**config.mk**
```make
export PLATFORM = sky130hd
export DESIGN_NAME = image_stream_tx
export DESIGN_NICKNAME = d
export VERILOG_FILES = /design/src/rtl/image_pkg.sv /design/src/rtl/image_stream_fifo2.sv /design/src/rtl/image_stream_tx.sv
export SDC_FILE = /design/constraint.sdc
export NUM_CORES = 1
export LEC_CHECK = 0
export BUFFER_PORTS_ARGS = -buffer_cell sky130_fd_sc_hd__buf_2
export CORE_MARGIN = 5
export CORE_UTILIZATION = 45
export DETAILED_ROUTE_END_ITERATION = 12
export HOLD_SLACK_MARGIN = 0.02
export PLACE_DENSITY = 0.64
export SYNTH_ARGS = -nofsm -noshare
export SYNTH_HDL_FRONTEND = slang
export SYNTH_SLANG_ARGS = --single-unit
```
**constraint.sdc**
```tcl
create_clock -name clk -period 6.8 [get_ports clk]
set_input_delay 0.34 -clock clk [delete_from_list [all_inputs] [get_ports clk]]
set_output_delay 0.34 -clock clk [all_outputs]
set_load 0.03 [all_outputs]
```
**src/rtl/image_pkg.sv**
```systemverilog
// Shared types and constants for the frame streamer.
// Latency: n/a (declarations only).
// Backpressure: n/a.
//
// Contents: stream_state_t FSM encoding, default image geometry, TOTAL_BYTES,
// channel index constants, the 11-bit buffered byte word and the test-pattern
// byte function used when IMG_TEST_PATTERN_EN is defined.
package image_pkg;

    typedef enum logic [1:0] {
        IDLE   = 2'd0,
        STREAM = 2'd1,
        DONE   = 2'd2
    } stream_state_t;

    localparam int IMG_WIDTH    = 20;
    localparam int IMG_HEIGHT   = 20;
    localparam int IMG_CHANNELS = 3;
    localparam int TOTAL_BYTES  = IMG_WIDTH * IMG_HEIGHT * IMG_CHANNELS;

    localparam int CH_R = 0;
    localparam int CH_G = 1;
    localparam int CH_B = 2;

    // Byte plus its frame/line markers; markers ride through the buffer with the byte.
    typedef struct packed {
        logic       eof;
        logic       eol;
        logic       sof;
        logic [7:0] data;
    } pix_word_t;

    localparam int PIX_WORD_W = $bits(pix_word_t);

    // Test-pattern byte; 8-bit arithmetic gives the mod-256 wrap for free.
    function automatic logic [7:0] pattern_byte(input logic [7:0] row,
                                                input logic [7:0] col,
                                                input logic [7:0] ch);
        return (col * 8'd8) + (row * 8'd4) + (ch * 8'd85);
    endfunction

endpackage

```
**src/rtl/image_stream_fifo2.sv**
```systemverilog
// 2-entry buffer between the frame-buffer read pipe and the pixel consumer.
// Latency: 1 cycle from push to out_vld_o; no combinational path from in to out.
// Backpressure: in_rdy_o low only when both entries hold data; out word holds while !out_rdy_i.
//
// Ports:
//   clk, reset           clock, asynchronous active-high reset
//   in_vld_i/in_rdy_o    write handshake, in_dat_i payload
//   out_vld_o/out_rdy_i  read handshake, out_dat_o payload (head entry)
//   count_o              current occupancy 0..2
module image_stream_fifo2 #(
    parameter int DW = 11
) (
    input  logic          clk,
    input  logic          reset,
    input  logic          in_vld_i,
    output logic          in_rdy_o,
    input  logic [DW-1:0] in_dat_i,
    output logic          out_vld_o,
    input  logic          out_rdy_i,
    output logic [DW-1:0] out_dat_o,
    output logic [1:0]    count_o
);

    logic [DW-1:0] mem_q [2];
    logic          wr_ptr_q;
    logic          rd_ptr_q;
    logic [1:0]    count_q;
    logic          push;
    logic          pop;

    assign in_rdy_o  = (count_q != 2'd2);
    assign out_vld_o = (count_q != 2'd0);
    assign out_dat_o = mem_q[rd_ptr_q];
    assign count_o   = count_q;

    assign push = in_vld_i && in_rdy_o;
    assign pop  = out_vld_o && out_rdy_i;

    always_ff @(posedge clk or posedge reset) begin
        if (reset) begin
            for (int i = 0; i < 2; i++) begin
                mem_q[i] <= '0;
            end
            wr_ptr_q <= 1'b0;
            rd_ptr_q <= 1'b0;
            count_q  <= 2'd0;
        end else begin
            if (push) begin
                mem_q[wr_ptr_q] <= in_dat_i;
                wr_ptr_q        <= ~wr_ptr_q;
            end
            if (pop) begin
                rd_ptr_q <= ~rd_ptr_q;
            end
            count_q <= count_q + {1'b0, push} - {1'b0, pop};
        end
    end

endmodule

```
**src/rtl/image_stream_tx.sv**
```systemverilog
// Streams a stored RGB frame from a synchronous frame-buffer RAM one byte per handshake.
// Latency: first pix_valid 2 cycles after start is sampled; then 1 byte/cycle while pix_ready.
// Backpressure: reads throttled so RAM reads in flight plus buffered bytes never exceed 2.
//
// Ports:
//   clk, reset          clock, asynchronous active-high reset
//   start, pattern_en   begin frame (sampled in IDLE); select test pattern at start
//   mem_rd_en, mem_addr frame-buffer read strobe and byte address
//   mem_rd_data         RAM data, valid the cycle after mem_rd_en
//   pix_data/valid/ready output byte stream; pix_sof/eol/eof qualify the current byte
//   busy, done          busy from start accept to end of DONE; done = 1-cycle pulse
// Build option: define IMG_TEST_PATTERN_EN to include the internal pattern generator
// (pattern_en latched at start); without it pattern_en is ignored.
module image_stream_tx
    import image_pkg::*;
#(
    parameter int WIDTH    = IMG_WIDTH,
    parameter int HEIGHT   = IMG_HEIGHT,
    parameter int CHANNELS = IMG_CHANNELS,
    parameter int ADDR_W   = 11
) (
    input  logic              clk,
    input  logic              reset,
    input  logic              start,
    input  logic              pattern_en,
    output logic              mem_rd_en,
    output logic [ADDR_W-1:0] mem_addr,
    input  logic [7:0]        mem_rd_data,
    output logic [7:0]        pix_data,
    output logic              pix_valid,
    input  logic              pix_ready,
    output logic              pix_sof,
    output logic              pix_eol,
    output logic              pix_eof,
    output logic              busy,
    output logic              done
);

    localparam int COL_W = $clog2(WIDTH + 1);
    localparam int ROW_W = $clog2(HEIGHT + 1);
    localparam int CH_W  = $clog2(CHANNELS + 1);

    stream_state_t state_q, state_d;

    logic [ROW_W-1:0] row_q, row_d;
    logic [COL_W-1:0] col_q, col_d;
    logic [CH_W-1:0]  ch_q,  ch_d;
    logic             rd_done_q, rd_done_d;

    // Read issued last cycle; its byte is on mem_rd_data (or in the pattern register) now.
    logic             inflight_q;
    logic             pend_sof_q, pend_eol_q, pend_eof_q;

    logic             start_acc;
    logic             issue;
    logic             pop;
    logic [2:0]       occ_after;
    logic             last_ch, last_col, last_row;
    logic             is_sof, is_eol, is_eof;

    logic             pat_mode;
    logic [7:0]       src_byte;

    pix_word_t        push_word;
    pix_word_t        head_word;
    logic [PIX_WORD_W-1:0] head_bits;
    logic             fifo_out_vld;
    logic [1:0]       fifo_count;
    logic             unused_fifo_in_rdy;

    assign start_acc = (state_q == IDLE) && start;
    assign pop       = fifo_out_vld && pix_ready;

    assign last_ch  = (ch_q  == CH_W'(CHANNELS - 1));
    assign last_col = (col_q == COL_W'(WIDTH - 1));
    assign last_row = (row_q == ROW_W'(HEIGHT - 1));
    assign is_sof   = (row_q == '0) && (col_q == '0) && (ch_q == CH_W'(CH_R));
    assign is_eol   = last_ch && last_col;
    assign is_eof   = is_eol && last_row;

    // Occupancy the buffer will have once this cycle's pop and the in-flight byte land.
    // Issuing only while that is below 2 keeps 1 byte/cycle when draining and caps
    // outstanding reads plus buffered bytes at 2 when stalled.
    assign occ_after = {1'b0, fifo_count} + {2'b00, inflight_q} - {2'b00, pop};
    assign issue     = (state_q == STREAM) && !rd_done_q && (occ_after < 3'd2);

    assign mem_rd_en = issue && !pat_mode;
    assign mem_addr  = ((ADDR_W'(row_q) * ADDR_W'(WIDTH)) + ADDR_W'(col_q)) * ADDR_W'(CHANNELS)
                       + ADDR_W'(ch_q);

    // ------------------------------------------------------------------
    // FSM
    // ------------------------------------------------------------------
    always_ff @(posedge clk or posedge reset) begin
        if (reset) begin
            state_q <= IDLE;
        end else begin
            state_q <= state_d;
        end
    end

    always_comb begin
        state_d = state_q;
        busy    = 1'b0;
        done    = 1'b0;
        case (state_q)
            IDLE: begin
                if (start) begin
                    state_d = STREAM;
                end
            end
            STREAM: begin
                busy = 1'b1;
                if (pop && head_word.eof) begin
                    state_d = DONE;
                end
            end
            DONE: begin
                busy    = 1'b1;
                done    = 1'b1;
                state_d = IDLE;
            end
            default: begin
                state_d = IDLE;
            end
        endcase
    end

    // ------------------------------------------------------------------
    // Read counters: ch -> col -> row, one step per issued read
    // ------------------------------------------------------------------
    always_comb begin
        row_d     = row_q;
        col_d     = col_q;
        ch_d      = ch_q;
        rd_done_d = rd_done_q;
        if (start_acc) begin
            row_d     = '0;
            col_d     = '0;
            ch_d      = '0;
            rd_done_d = 1'b0;
        end else if (issue) begin
            if (last_ch) begin
                ch_d = '0;
                if (last_col) begin
                    col_d = '0;
                    if (last_row) begin
                        row_d     = '0;
                        rd_done_d = 1'b1;
                    end else begin
                        row_d = row_q + ROW_W'(1);
                    end
                end else begin
                    col_d = col_q + COL_W'(1);
                end
            end else begin
                ch_d = ch_q + CH_W'(1);
            end
        end
    end

    always_ff @(posedge clk or posedge reset) begin
        if (reset) begin
            row_q      <= '0;
            col_q      <= '0;
            ch_q       <= '0;
            rd_done_q  <= 1'b0;
            inflight_q <= 1'b0;
            pend_sof_q <= 1'b0;
            pend_eol_q <= 1'b0;
            pend_eof_q <= 1'b0;
        end else begin
            row_q      <= row_d;
            col_q      <= col_d;
            ch_q       <= ch_d;
            rd_done_q  <= rd_done_d;
            inflight_q <= issue;
            if (issue) begin
                pend_sof_q <= is_sof;
                pend_eol_q <= is_eol;
                pend_eof_q <= is_eof;
            end
        end
    end

    // ------------------------------------------------------------------
    // Byte source: RAM, or the optional pattern generator
    // ------------------------------------------------------------------
`ifdef IMG_TEST_PATTERN_EN
    logic       pat_mode_q;
    logic [7:0] pat_byte_q;

    // Pattern byte is registered at issue so it lines up with where RAM data would arrive.
    always_ff @(posedge clk or posedge reset) begin
        if (reset) begin
            pat_mode_q <= 1'b0;
            pat_byte_q <= 8'h00;
        end else begin
            if (start_acc) begin
                pat_mode_q <= pattern_en;
            end
            if (issue) begin
                pat_byte_q <= pattern_byte(8'(row_q), 8'(col_q), 8'(ch_q));
            end
        end
    end

    assign pat_mode = pat_mode_q;
    assign src_byte = pat_mode_q ? pat_byte_q : mem_rd_data;
`else
    logic unused_pattern_en;

    assign unused_pattern_en = pattern_en;
    assign pat_mode          = 1'b0;
    assign src_byte          = mem_rd_data;
`endif

    // ------------------------------------------------------------------
    // Output buffer
    // ------------------------------------------------------------------
    always_comb begin
        push_word      = '0;
        push_word.eof  = pend_eof_q;
        push_word.eol  = pend_eol_q;
        push_word.sof  = pend_sof_q;
        push_word.data = src_byte;
    end

    image_stream_fifo2 #(
        .DW (PIX_WORD_W)
    ) u_fifo (
        .clk       (clk),
        .reset     (reset),
        .in_vld_i  (inflight_q),
        .in_rdy_o  (unused_fifo_in_rdy),
        .in_dat_i  (push_word),
        .out_vld_o (fifo_out_vld),
        .out_rdy_i (pix_ready),
        .out_dat_o (head_bits),
        .count_o   (fifo_count)
    );

    assign head_word = pix_word_t'(head_bits);

    // Gate with valid so the idle stream reads as all-zero.
    assign pix_valid = fifo_out_vld;
    assign pix_data  = fifo_out_vld ? head_word.data : 8'h00;
    assign pix_sof   = fifo_out_vld && head_word.sof;
    assign pix_eol   = fifo_out_vld && head_word.eol;
    assign pix_eof   = fifo_out_vld && head_word.eof;

endmodule

```
==> results of run 1 <==
cell usage after synthesis (4+ instances only):
cell	instances	area, um2
sky130_fd_sc_hd__a21oi_1	13	65.1
sky130_fd_sc_hd__dfrtp_1	45	1130
sky130_fd_sc_hd__fa_1	5	100
sky130_fd_sc_hd__ha_1	39	488
sky130_fd_sc_hd__inv_1	24	90.1
sky130_fd_sc_hd__mux2_2	24	270
sky130_fd_sc_hd__mux2i_1	13	130
sky130_fd_sc_hd__nand2_1	16	60.1
sky130_fd_sc_hd__nand3_1	4	20.0
sky130_fd_sc_hd__nor2_1	33	124
sky130_fd_sc_hd__nor2b_1	5	31.3
sky130_fd_sc_hd__nor3_1	5	25.0
sky130_fd_sc_hd__o21ai_0	15	75.1
sky130_fd_sc_hd__xnor2_1	17	149
per-stage QoR:
stage | hold slack, ps | total power [mW]
final | 174 | 1.07
after floorplan | 454 | 0.818
after global placement | 481 | 0.921
after CTS | 202 | 1.09
after detailed placement | 493 | 0.933
after global routing | 257 | 1.15
power by group through the flow:
stage	registers (mW)	clock network [mW]	logic (mW)
6_report	0.422	0.155	0.497
5_1_grt	0.434	0.174	0.545
4_1_cts	0.422	0.160	0.506
3_5_place_dp	0.428	0	0.505
3_3_place_gp	0.424	0	0.496
2_1_floorplan	0.398	0	0.420
critical path, cell delays in order (launching register included):
cell and delay [ps]:
sky130_fd_sc_hd__dfrtp_1 450, sky130_fd_sc_hd__ha_1 320, sky130_fd_sc_hd__ha_1 220, sky130_fd_sc_hd__fa_1 550
sky130_fd_sc_hd__o211a_1 180, sky130_fd_sc_hd__nand3_1 90, sky130_fd_sc_hd__nor2b_1 170, sky130_fd_sc_hd__ha_1 270
sky130_fd_sc_hd__ha_1 350, sky130_fd_sc_hd__a21oi_1 180, sky130_fd_sc_hd__nand2_1 70, sky130_fd_sc_hd__o21ai_0 300
sky130_fd_sc_hd__o21ai_0 190, sky130_fd_sc_hd__xnor2_1 160, sky130_fd_sc_hd__buf_2 210
routing by layer:
metal  share of wire  GRT usage  vias up
met4          0.0065     0.0256        0
met3           0.022     0.0233        4
met5               0          0        -
met1            0.48      0.170     1058
li1                -          -     1119
met2            0.49      0.215       19
path summary, 6_finish.rpt:
path	startpoint	to	slack [ps]	cells after the start
max	row_q[1]$_DFFE_PP0P_	mem_addr[10]	2470	14
min	reset	u_fifo.mem_q[4]$_DFFE_PP0P_	170	3
max reg2reg	u_fifo.count_o[1]$_DFF_PP0_	row_q[2]$_DFFE_PP0P_	3600	11
min reg2reg	u_fifo.wr_ptr_q$_DFFE_PP0P_	u_fifo.wr_ptr_q$_DFFE_PP0P_	500	1
max in group asynchronous	reset	u_fifo.mem_q[21]$_DFFE_PP0P_	6250	3
min in group clk	mem_rd_data[6]	u_fifo.mem_q[17]$_DFFE_PP0P_	300	2
area by class of cell:
type	instances	area, um2	share of cell area
Timing Repair Buffer	38	193	0.0557
Clock inverter	2	10.0	0.00289
Inverter	24	90.1	0.0260
Tap cell	80	100	0.0289
Clock buffer	6	72.6	0.0210
Sequential cell	45	1130	0.325
Multi-Input combinational cell	227	1870	0.540
kinds of logic (layout without fill, tap and decap cells):
kind of cell	count (synthesis)	in the layout
AO/OA/AOI/OAI	42	42
XOR/XNOR	21	21
multiplexers	37	37
flip-flops	45	45
buffers and inverters	30	70
AND/OR/NAND/NOR	83	83
adder cells (fa/ha/maj)	44	44
flip-flops by register name, summed over array words and instances, names as in the netlist, 2 cells and up:
| name | cells |
|---|---|
| u_fifo.mem_q | 22 |
| row_q | 5 |
| state_q | 2 |
| u_fifo.count_o | 2 |
| col_q | 5 |
| ch_q | 2 |
==> summary by stage, run 1 <==
Clock network
For this design, the sink count on the clock tree is 45. In this run the post-CTS setup repair buffer count came out at 0. Counting along the longest clock path gives a buffer depth of 2. CTS placed an instance of sky130_fd_sc_hd__clkbuf_8 at the clock tree root. In this run the number of H-tree levels came out at 2. The total of cells resized after clock tree synthesis is 0. Buffers inserted to repair hold after CTS numbered 0. The clock tree from TritonCTS is built. Clock tree synthesis inserted a total of 5 buffers. The clock latency reported for the late side of the worst-skew pair is about 280 ps. The clock input transition at the sequential cells of the worst setup and hold paths is 80 ps.

Power and ir drop
In this run the power density over the cells is just over 300 mW/mm2. The net switching power of the design is 457 uW. The internal power of the cells totals 617 uW. The proportion of total power due to net switching is 0.426. The static leakage is 1.84 nW. Across the VDD grid, the largest voltage drop is 234 uV. The sequential group share of total power is 0.393. The share of total power dissipated in combinational logic is 0.463. The share of power burned in the clock network is 0.145.

Timing
The final worst clock skew is 7.65 ps. The slew at the pin closest to its max-slew limit is 981 ps. Timing would allow up to between 200 and 250 MHz. Of the available clock period, the critical path in the final layout requires 0.637. In this run the tightest slew margin relative to its limit is 0.344. The count of final max-slew check failures is 0.

Setup total negative slack on the finished layout was measured at 0 ps. The number of hold violations in the final report is 0. Setup repair after global routing left no endpoint under its margin. The worst path in the final design needs a cycle of 4330 ps, including I/O delays and setup. The final worst-path setup slack is around 2500 ps. Setup violations remaining at the end of the flow were counted as 0.

Synthesis
The most used flip-flop cell after synthesis is sky130_fd_sc_hd__dfrtp_1. The post-synthesis cell type count is 42. For this run, asynchronously set or reset flops after synthesis account for 1.00.

After synthesis, the mean cell area works out to 10.3 um2. The Yosys warning count is 0. Of the synthesized area, sequential elements account for 0.362. The post-synthesis simple-gate area fraction is 0.140. The complex-gate fraction of the synthesized area is 0.0817. By area, the combinational part of the netlist is dominated by adder cells. The post-synthesis share of cell area spent on xor and xnor gates is 0.0615. The number of instances in the synthesized netlist is 302. The portion of synthesized area spent on multiplexers is 0.129. The count of state elements after synthesis is 45.

The netlist area before placement is 0.00311 mm2. The number of nets handed over by synthesis was ~360. The number of enable-type register cells in the synthesized netlist is 0. Of the total synthesized cell area, the portion taken by full adders, half adders and majority gates is 0.189.

Floorplan
In this run the horizontal extent of the chip is 93.1 um. During I/O placement, the number of pins put on the boundary was 39. The total core area is 0.00676 mm2. The height of the chip is 93.1 um. The initial core utilization is 0.460.

In this run the core area contains 30 standard-cell rows. The die covers around 0.0087 mm2.

Place
The count of buffers from port buffering is 37. Once placement completed, the tool counted placed cells totaling roughly 410. The setup slack at placement is 2760 ps. Once detailed placement completed, the half-perimeter wirelength came to 4030 um. The routability congestion estimate is between 0.7 and 0.8.

After detailed placement, the total cell area comes to 0.00338 mm2.

Setup path
The endpoint arrival time on the critical path is 3990 ps. The startpoint type of the worst setup path is a register. The element type at the critical path end is a primary output.

Data on the critical path is required at its endpoint by 6460 ps. The critical path start-end classification is register to primary output. In this run the worst path has a maximum fanout of 6.

Finish
The fraction of layout cells with a size suffix above 1 is 0.222. With fillers left out, the area of the finished cells amounts to 0.00346 mm2. The synthesis-to-layout area growth is 11.3%. Leaving out filler cells and counting taps, the final layout contains 422. After filler insertion, the fill cell instance count of the layout stands at 626.

The library cells used most frequently in the layout, excluding fill and tap cells, are 45 x sky130_fd_sc_hd__dfrtp_1, 39 x sky130_fd_sc_hd__ha_1, 37 x sky130_fd_sc_hd__buf_2. At the end of the flow the core is filled with cells to 0.512. At the end of the flow, the number of nets in the layout was just under 400. The antenna diode instance count is 0. The library cell used most frequently in the layout, excluding fill and tap cells, is sky130_fd_sc_hd__dfrtp_1.

Drt
The detail-routed via count per cell is approximately 5.2. The violation count after the first detailed-route iteration is 65. The final wirelength is roughly 5200 um. Dividing the detail-routed wire length by the instance count gives 12.4 um. The DRC violations left is 0. The post-route antenna net violation count is 0.

Across all layers, the routed design uses 2200 vias. Before antenna repair, the detailed router went through 4 iterations.

Global routing
Global routing finished with a remaining overflow of 0. Entering global routing, the biggest net connects 46 pins. The number of antenna violations at the first check in global routing came to 0. The number of global-route vias before repair is 2096.

The first global-routing pass estimated 9180 um of wire. The total track usage is 0.127.

Run
The max capacitance violation total is 0.

Status
The flow ran to the end, and the final reports show no timing, DRC or antenna violations.

Worst hold path
The class of the most critical hold timing path is input pin to asynchronous set/reset pin.
Note: power is estimated with default switching activity, not from simulation.
==> run 2, diff against run 1 <==
==> constraint.sdc (replaced) <==
create_clock -name clk -period 4.5 [get_ports clk]
set_input_delay 0.225 -clock clk [delete_from_list [all_inputs] [get_ports clk]]
set_output_delay 0.225 -clock clk [all_outputs]
set_load 0.03 [all_outputs]
==> run 2 against run 1 <==
  * Critical path depth unchanged
  * Wire length rose by 4.1%
  * Register-to-register slack lost 2400 ps
  * Clock skew fell by 3.5 ps
  * Core utilization is essentially flat
  * Final area hardly changed
  * Sequential power rose by 52%
  * Critical path type unchanged
==> summary by stage, run 2 (same netlist as run 1, synthesis figures left out) <==
Status
The run finished with clean final reports.

Floorplan
The initialized floorplan defines 30 standard-cell rows. From left edge to right edge, the die measures 93.1 um. The height of the chip is 93.1 um. In this run the count of I/O pins placed on the die edge is 39.

The die covers just under 0.009 mm2. The total core area is 0.00676 mm2. The initial core utilization is 0.460.

Timing
The worst hold margin is between 50 and 60 ps. In the final timing run, aggregate negative setup slack is 0 ps. Setup repair after global routing left no endpoint under its margin. The worst pin sits at a relative slew slack of 0.355. The count of final max-slew check failures is 0. The final worst-path setup slack is 255 ps.

The number of hold violations in the final report is 0. Dividing the final minimum period by the clock period gives 0.943. The highest attainable clock frequency is 236 MHz. Setup violations remaining at the end of the flow were counted as 0. Between clock sinks in the finished design, the worst skew comes to 4.15 ps. For the pin with the worst max-slew slack, the measured transition is 964 ps. The clock period minus final worst setup slack is 4250 ps.

Drt
Once detail routing completed, the nets flagged for antenna violations numbered 0. Dividing the detail-routed via count by the number of cells gives 5.25. The routed layout has 2217 vias. For this run, design rule violations remaining after detail routing come to 0. The violation count after the first detailed-route iteration is 63. The final layout contains routed wiring with a total length of around 5500 um. The pre-antenna-repair detailed-routing pass consisted of 4 iterations. After detailed routing, the average wire length per cell comes to 12.9 um.

Finish
The number of nets in the finished design is ~400. In the final layout, the registers with the most flip-flops are u_fifo.mem_q x22, col_q x5, row_q x5. The most common cell after layout, fill and taps aside is sky130_fd_sc_hd__dfrtp_1. The finished cells cover about 0.0035 mm2. The antenna diode instance count is 0. In the final layout, the share of cells above drive strength 1 is 0.216.

The synthesis-to-layout area growth is 11.2%. Ranked by flip-flop count, first place goes to u_fifo.mem_q. In the layout the commonest cells are 45 x sky130_fd_sc_hd__dfrtp_1, 39 x sky130_fd_sc_hd__ha_1, 37 x sky130_fd_sc_hd__buf_2.

The layout has 617 filler cells. The number of standard cells in the final layout excluding fillers is 422. The register with the most flip-flops in the layout has 22 of them.

Setup path
In this run the critical register-to-register path is launched from u_fifo.count_o[1]$_DFF_PP0_. The number of buffer and inverter stages on the critical path is 1. The most numerous cell type found on the critical path is sky130_fd_sc_hd__ha_1. The startpoint type of the worst setup path is a register. The endpoint of the lowest-slack register-to-register path is row_q[2]$_DFFE_PP0P_.

The slowest stage cell on the critical path is sky130_fd_sc_hd__fa_1. For this run, the slowest stage of the critical path takes 540 ps. The cell type group with the largest total delay on the critical path is adder cells. The minimum setup slack among reg-to-reg paths is 1210 ps. At the worst endpoint, the arrival time is about 4000 ps.

The critical path in this run is classified as register to primary output. In this run the worst path has a maximum fanout of 7. The depth of the worst register-to-register path is 11. The critical path goes through ha_1 > ha_1 > fa_1 > o211a_1 > nand3_1 > nor2b_1 > ha_1 > ha_1 > a21oi_1 > nand2_1 > o21ai_0 > o21ai_0 > xnor2_1 > buf_2. STA puts the critical path data required time at 4280 ps. STA classifies the critical path endpoint as a primary output.

Clock network
The number of H-tree levels is 2. Counting every sink on the clock net gives 45. The number of setup buffers added after CTS is 0.

The number of buffers inserted for hold repair after clock tree synthesis is 0. The clock tree from TritonCTS is built. After clock tree synthesis, the clock-pin slew on the worst setup and hold paths is ~80 ps. The clock latency reported for the late side of the worst-skew pair is between 200 and 300 ps. CTS placed an instance of sky130_fd_sc_hd__clkbuf_8 at the clock tree root.

Counting along the longest clock path gives a buffer depth of 2. Post-CTS repair changed the size of 0 cells. The CTS buffer count is 5.

Global routing
For met1 alone, demand over resource in global routing was 0.174. The largest net degree at the start of global routing is between 40 and 50. The number of antenna violations at the first check in global routing came to 0. The global-route track usage on met2 is 0.231. The global routing stage identified its most utilized layer as met2. The total congestion overflow is 0. The number of global-route vias before repair is 2197. The first global-routing pass estimated 9620 um of wire. The met3 track demand over resource is 0.0249. In the global route stage, overall resource usage came out at 0.133.

Power and ir drop
VDD sags by at most 378 uV. The static leakage is approximately 1.8 nW. The ratio of total power to cell area is 472 mW/mm2.

Place
The cell area after placement is 0.00338 mm2. The count of buffers from port buffering is 37. Routability-driven placement finished with a final weighted congestion of 0.751. The detailed placement HPWL is 4170 um. The post-placement cell count is 414. Timing analysis after detailed placement gives a worst setup slack of 605 ps.

Run
Across the run, the number of max-cap violations was 0.

Worst hold path
The tightest min-delay check is of the input pin to asynchronous set/reset pin type.
## run 2: cell types whose count changed in the layout (fill, tap and decap cells not counted)
| cell | change |
|---|---|
| sky130_fd_sc_hd__clkbuf_1 | +2 |
| sky130_fd_sc_hd__clkinv_2 | -2 |
## run 2: layout make-up
cell class	count	area, um2	area share
Inverter	24	90.1	0.0260
Sequential cell	45	1130	0.326
Multi-Input combinational cell	227	1870	0.541
Tap cell	80	100	0.0289
Timing Repair Buffer	38	193	0.0557
Clock buffer	8	80.1	0.0232
## run 2: worst register-to-register path: stages, from the launching register on
cell and delay (ps):
sky130_fd_sc_hd__dfrtp_1 470, sky130_fd_sc_hd__o21ai_0 360, sky130_fd_sc_hd__inv_1 90, sky130_fd_sc_hd__ha_1 300
sky130_fd_sc_hd__inv_1 80, sky130_fd_sc_hd__nand2_1 80, sky130_fd_sc_hd__fa_1 490, sky130_fd_sc_hd__nand3b_1 190
sky130_fd_sc_hd__nor4b_4 540, sky130_fd_sc_hd__nand2_2 160, sky130_fd_sc_hd__or3_1 340, sky130_fd_sc_hd__a21oi_2 130
## run 2: report_power, final
| part | leakage [nW] | switching (mW) | internal [mW] |
|---|---|---|---|
| Combinational | 1.21 | 0.459 | 0.296 |
| Clock | 0.0395 | 0.125 | 0.110 |
| Sequential | 0.579 | 0.111 | 0.529 |
| Total | 1.83 | 0.695 | 0.936 |
## run 2: how the worst max path moves through the flow
stage | startpoint | endpoint | slack, ps | depth (start not counted)
detailed placement | row_q[3]$_DFFE_PP0P_ | mem_addr[10] | 610 | 14
floorplan | row_q[3]$_DFFE_PP0P_ | mem_addr[10] | 680 | 13
global route | row_q[3]$_DFFE_PP0P_ | mem_addr[10] | 20 | 14
CTS | row_q[3]$_DFFE_PP0P_ | mem_addr[10] | 280 | 14
finish | row_q[3]$_DFFE_PP0P_ | mem_addr[10] | 250 | 14
global placement | row_q[3]$_DFFE_PP0P_ | mem_addr[10] | 650 | 14
## run 2: per-stage QoR
stage	utilization	power [mW]
floorplan	-	1.24
global placement	0.500	1.39
detailed placement	0.500	1.41
CTS	0.512	1.65
global route	0.512	1.76
finish	0.512	1.63
## run 2: metal layers
| metal | routed length, um | part of all wire |
|---|---|---|
| met1 | 2600 | 0.48 |
| met5 | 0 | 0 |
| met4 | 32 | 0.0059 |
| met3 | 122 | 0.022 |
| met2 | 2700 | 0.49 |
==> run 3, diff against run 2 <==
==> constraint.sdc (replaced) <==
create_clock -name clk -period 4.2 [get_ports clk]
set_input_delay 0.21 -clock clk [delete_from_list [all_inputs] [get_ports clk]]
set_output_delay 0.21 -clock clk [all_outputs]
set_load 0.03 [all_outputs]
==> run 3 against run 2 <==
  * Clock skew increased by 5.8 ps
  * Cell count increased by 0.24%
  * Clock-buffer cell count decreased by 2
  * Register-to-register slack got worse by 290 ps
  * Sequential share of layout area decreased by 0.43 points
  * Sequential cell count unchanged
  * Critical path type unchanged
  * Highest routed layer unchanged
==> summary by stage, run 3 (same netlist as run 1, synthesis figures left out) <==
Status
The run finished with clean final reports.

Power and ir drop
The worst-case IR drop observed on VDD is 356 uV. Power spread over the standard cell area amounts to 519 mW/mm2. The total internal power is 1.06 mW. The overall power consumption is 1.82 mW. The sequential group share of total power is 0.375. The share of total power in combinational logic is 0.444. In this run the static leakage power is 1.85 nW. The net switching power of the design is around 760 uW. The share of power burned in the clock network is 0.181. Of the total power, the share spent switching nets is 0.417.

Timing
The count of final max-slew check failures is 0. The number of hold violations in the final report came to 0. The highest attainable clock frequency is 252 MHz. Headroom to the max-slew limit came out at 0.338. In the final timing run, aggregate negative setup slack is 0 ps.

The final worst clock skew is 9.90 ps. Setup slack closes at 234 ps. The smallest clock period supported by the final layout is computed as 3970 ps. The slew at the pin closest to its max-slew limit is 989 ps.

Dividing the final minimum period by the clock period gives 0.944. The count of final setup violators is 0.

Global routing
The largest net degree at the start of global routing is between 40 and 50. The first global-routing pass estimated 9870 um of wire. Global routing finished with a remaining overflow of 0. The number of global-route vias before repair is 2195. In the global route stage, overall resource usage came out at 0.139. The number of antenna violations at the first check in global routing is 0.

Clock network
CTS placed an instance of sky130_fd_sc_hd__clkbuf_8 at the clock tree root. The later pin in the worst-skew pair is clocked with a latency of 300 ps. The clock tree from TritonCTS is built.

Hold repair after CTS inserted 0 buffers. The clock input transition at the sequential cells of the worst setup and hold paths is 80 ps. The number of clock sinks is 45. No sink is reached through more buffers than the 2 on the longest clock path. The CTS buffer count is 5. CTS built an H-tree with a depth of 2.

Setup path
The worst register-to-register path has a depth of 11. The endpoint arrival time on the critical path is roughly 3800 ps. The worst endpoint required time is 3990 ps. The critical path ends at mem_addr[10]. In this run the worst path has a maximum fanout of 6. STA classifies the critical path endpoint as a primary output. The worst register-to-register path has a setup slack of 920 ps. The timing startpoint of the critical path is row_q[1]$_DFFE_PP0P_. The worst setup path is launched from a register. The critical path start-end classification is register to primary output. The worst register-to-register path ends at row_q[2]$_DFFE_PP0P_.

The startpoint identified for the worst register-to-register timing path is u_fifo.count_o[1]$_DFF_PP0_.

Finish
The count of cells in the finished layout, fillers not included, comes to between 400 and 500. The combined area of the multi-input logic cells is between 0.0015 and 0.002 mm2. The fraction of layout cells with a size suffix above 1 is 0.239. The largest registers in the layout are u_fifo.mem_q x22, col_q x5, row_q x5.

The finished cells cover 0.00351 mm2. The register with the most flip-flops in the layout has 22 of them. The most common cell after layout, fill and taps aside is sky130_fd_sc_hd__dfrtp_1. The net count of the finished layout is 399. The layout has 640 filler cells.

The area growth from synthesis to layout is 12.9%. In the final layout, flip-flops and latches occupy 0.00113 mm2. The top cell types in the final layout, fill and taps aside, are 43 x sky130_fd_sc_hd__dfrtp_1, 39 x sky130_fd_sc_hd__ha_1, 36 x sky130_fd_sc_hd__buf_2. The antenna diode instance count is 0.

The register with the most flip-flops in the final layout is u_fifo.mem_q.

Floorplan
The floorplan step set the die width to approximately 93 um. The height of the chip is around 93 um. The total core area is 0.00676 mm2.

The initial core utilization is 0.460. The area of the die is a little under 0.009 mm2. For this design the top-level I/O count stands at 39.

After floorplanning, the core was divided into 30 placement rows.

Run
The max capacitance violation total is 0.

Drt
The final layout contains routed wiring with a total length of 5710 um. The pre-antenna-repair detailed-routing pass consisted of 4 iterations. The routed layout has ~2200 vias. The post-route antenna net violation count is 0. The DRC violations left is 0. The detail-routed via count per cell is 5.30.

The detail-routed net length per standard cell is 13.5 um. The violation count after the first detailed-route iteration is 75.

Place
The placed instances occupy a cell area of 0.00339 mm2. The HPWL after detailed placement is 4320 um. The post-placement cell count is roughly 420. The setup slack at placement is 326 ps. The routability congestion estimate is 0.765. During placement, the flow inserted port buffers numbering 37.

Worst hold path
In this run the worst hold path is classified as input pin to asynchronous set/reset pin.
-- run 3: changes by cell type in the layout (fill, tap and decap cells not counted), sizes merged --
cell    previous run  this run
buf               38        39
bufinv             0         1
clkbuf             8         6
clkinv             1         2
-- run 3: worst min path at each step --
| stage | start | to | slack (ps) | cells past startpoint |
|---|---|---|---|---|
| after floorplan | mem_rd_data[3] | u_fifo.mem_q[3]$_DFFE_PP0P_ | 360 | 1 |
| after CTS | reset | u_fifo.mem_q[4]$_DFFE_PP0P_ | 50 | 3 |
| final | reset | u_fifo.mem_q[15]$_DFFE_PP0P_ | 30 | 3 |
| after global routing | reset | u_fifo.mem_q[10]$_DFFE_PP0P_ | 100 | 3 |
| after global placement | reset | u_fifo.mem_q[15]$_DFFE_PP0P_ | 380 | 3 |
| after detailed placement | reset | u_fifo.mem_q[4]$_DFFE_PP0P_ | 390 | 3 |
-- run 3: timing repair --
item | CTS | global route
gates resized for setup | 1 | 8
gates cloned | 0 | 0
buffers inserted | 0 | 0
hold endpoints to repair | 0 | 0
setup endpoints to repair | 1 | 1
-- run 3: stage by stage --
step                hold slack [ps]  utilization
global route                   95.9        0.520
CTS                            50.4        0.518
finish                         33.6        0.520
detailed placement              386        0.501
global placement                381        0.501
floorplan                       360            -
-- run 3: power groups by stage --
stage,sequential (mW),combinational (mW),clock (mW)
2_1_floorplan,0.644,0.680,0
3_3_place_gp,0.687,0.803,0
3_5_place_dp,0.693,0.823,0
4_1_cts,0.684,0.826,0.339
5_1_grt,0.703,0.888,0.360
6_report,0.684,0.809,0.329
-- run 3: final cells by class --
class                      instances  area share
clock inverter                     2      0.0110
multi-input combinational        227       0.535
inverter                          24      0.0257
clock buffer                       6      0.0207
tap                               80      0.0285
sequential                        45       0.321
timing repair buffer              39      0.0577
-- run 3: critical path, cell delays in order, from the launching register on --
cell	delay [ps]
sky130_fd_sc_hd__dfrtp_2	450
sky130_fd_sc_hd__ha_1	310
sky130_fd_sc_hd__ha_1	230
sky130_fd_sc_hd__fa_2	570
sky130_fd_sc_hd__o211a_1	160
sky130_fd_sc_hd__nand3_1	90
sky130_fd_sc_hd__nor2b_1	170
sky130_fd_sc_hd__ha_1	270
sky130_fd_sc_hd__ha_1	360
sky130_fd_sc_hd__a21oi_2	170
sky130_fd_sc_hd__nand2_1	80
sky130_fd_sc_hd__o21ai_2	170
sky130_fd_sc_hd__o21ai_1	110
sky130_fd_sc_hd__xnor2_1	150
sky130_fd_sc_hd__buf_4	170
-- run 3: per-layer routing --
metal	up-vias	wire length, um	GRT usage
met3	5	157	0.0298
met2	23	2940	0.238
li1	1121	-	-
met4	0	53	0.0366
met5	-	0	0
met1	1094	2560	0.178
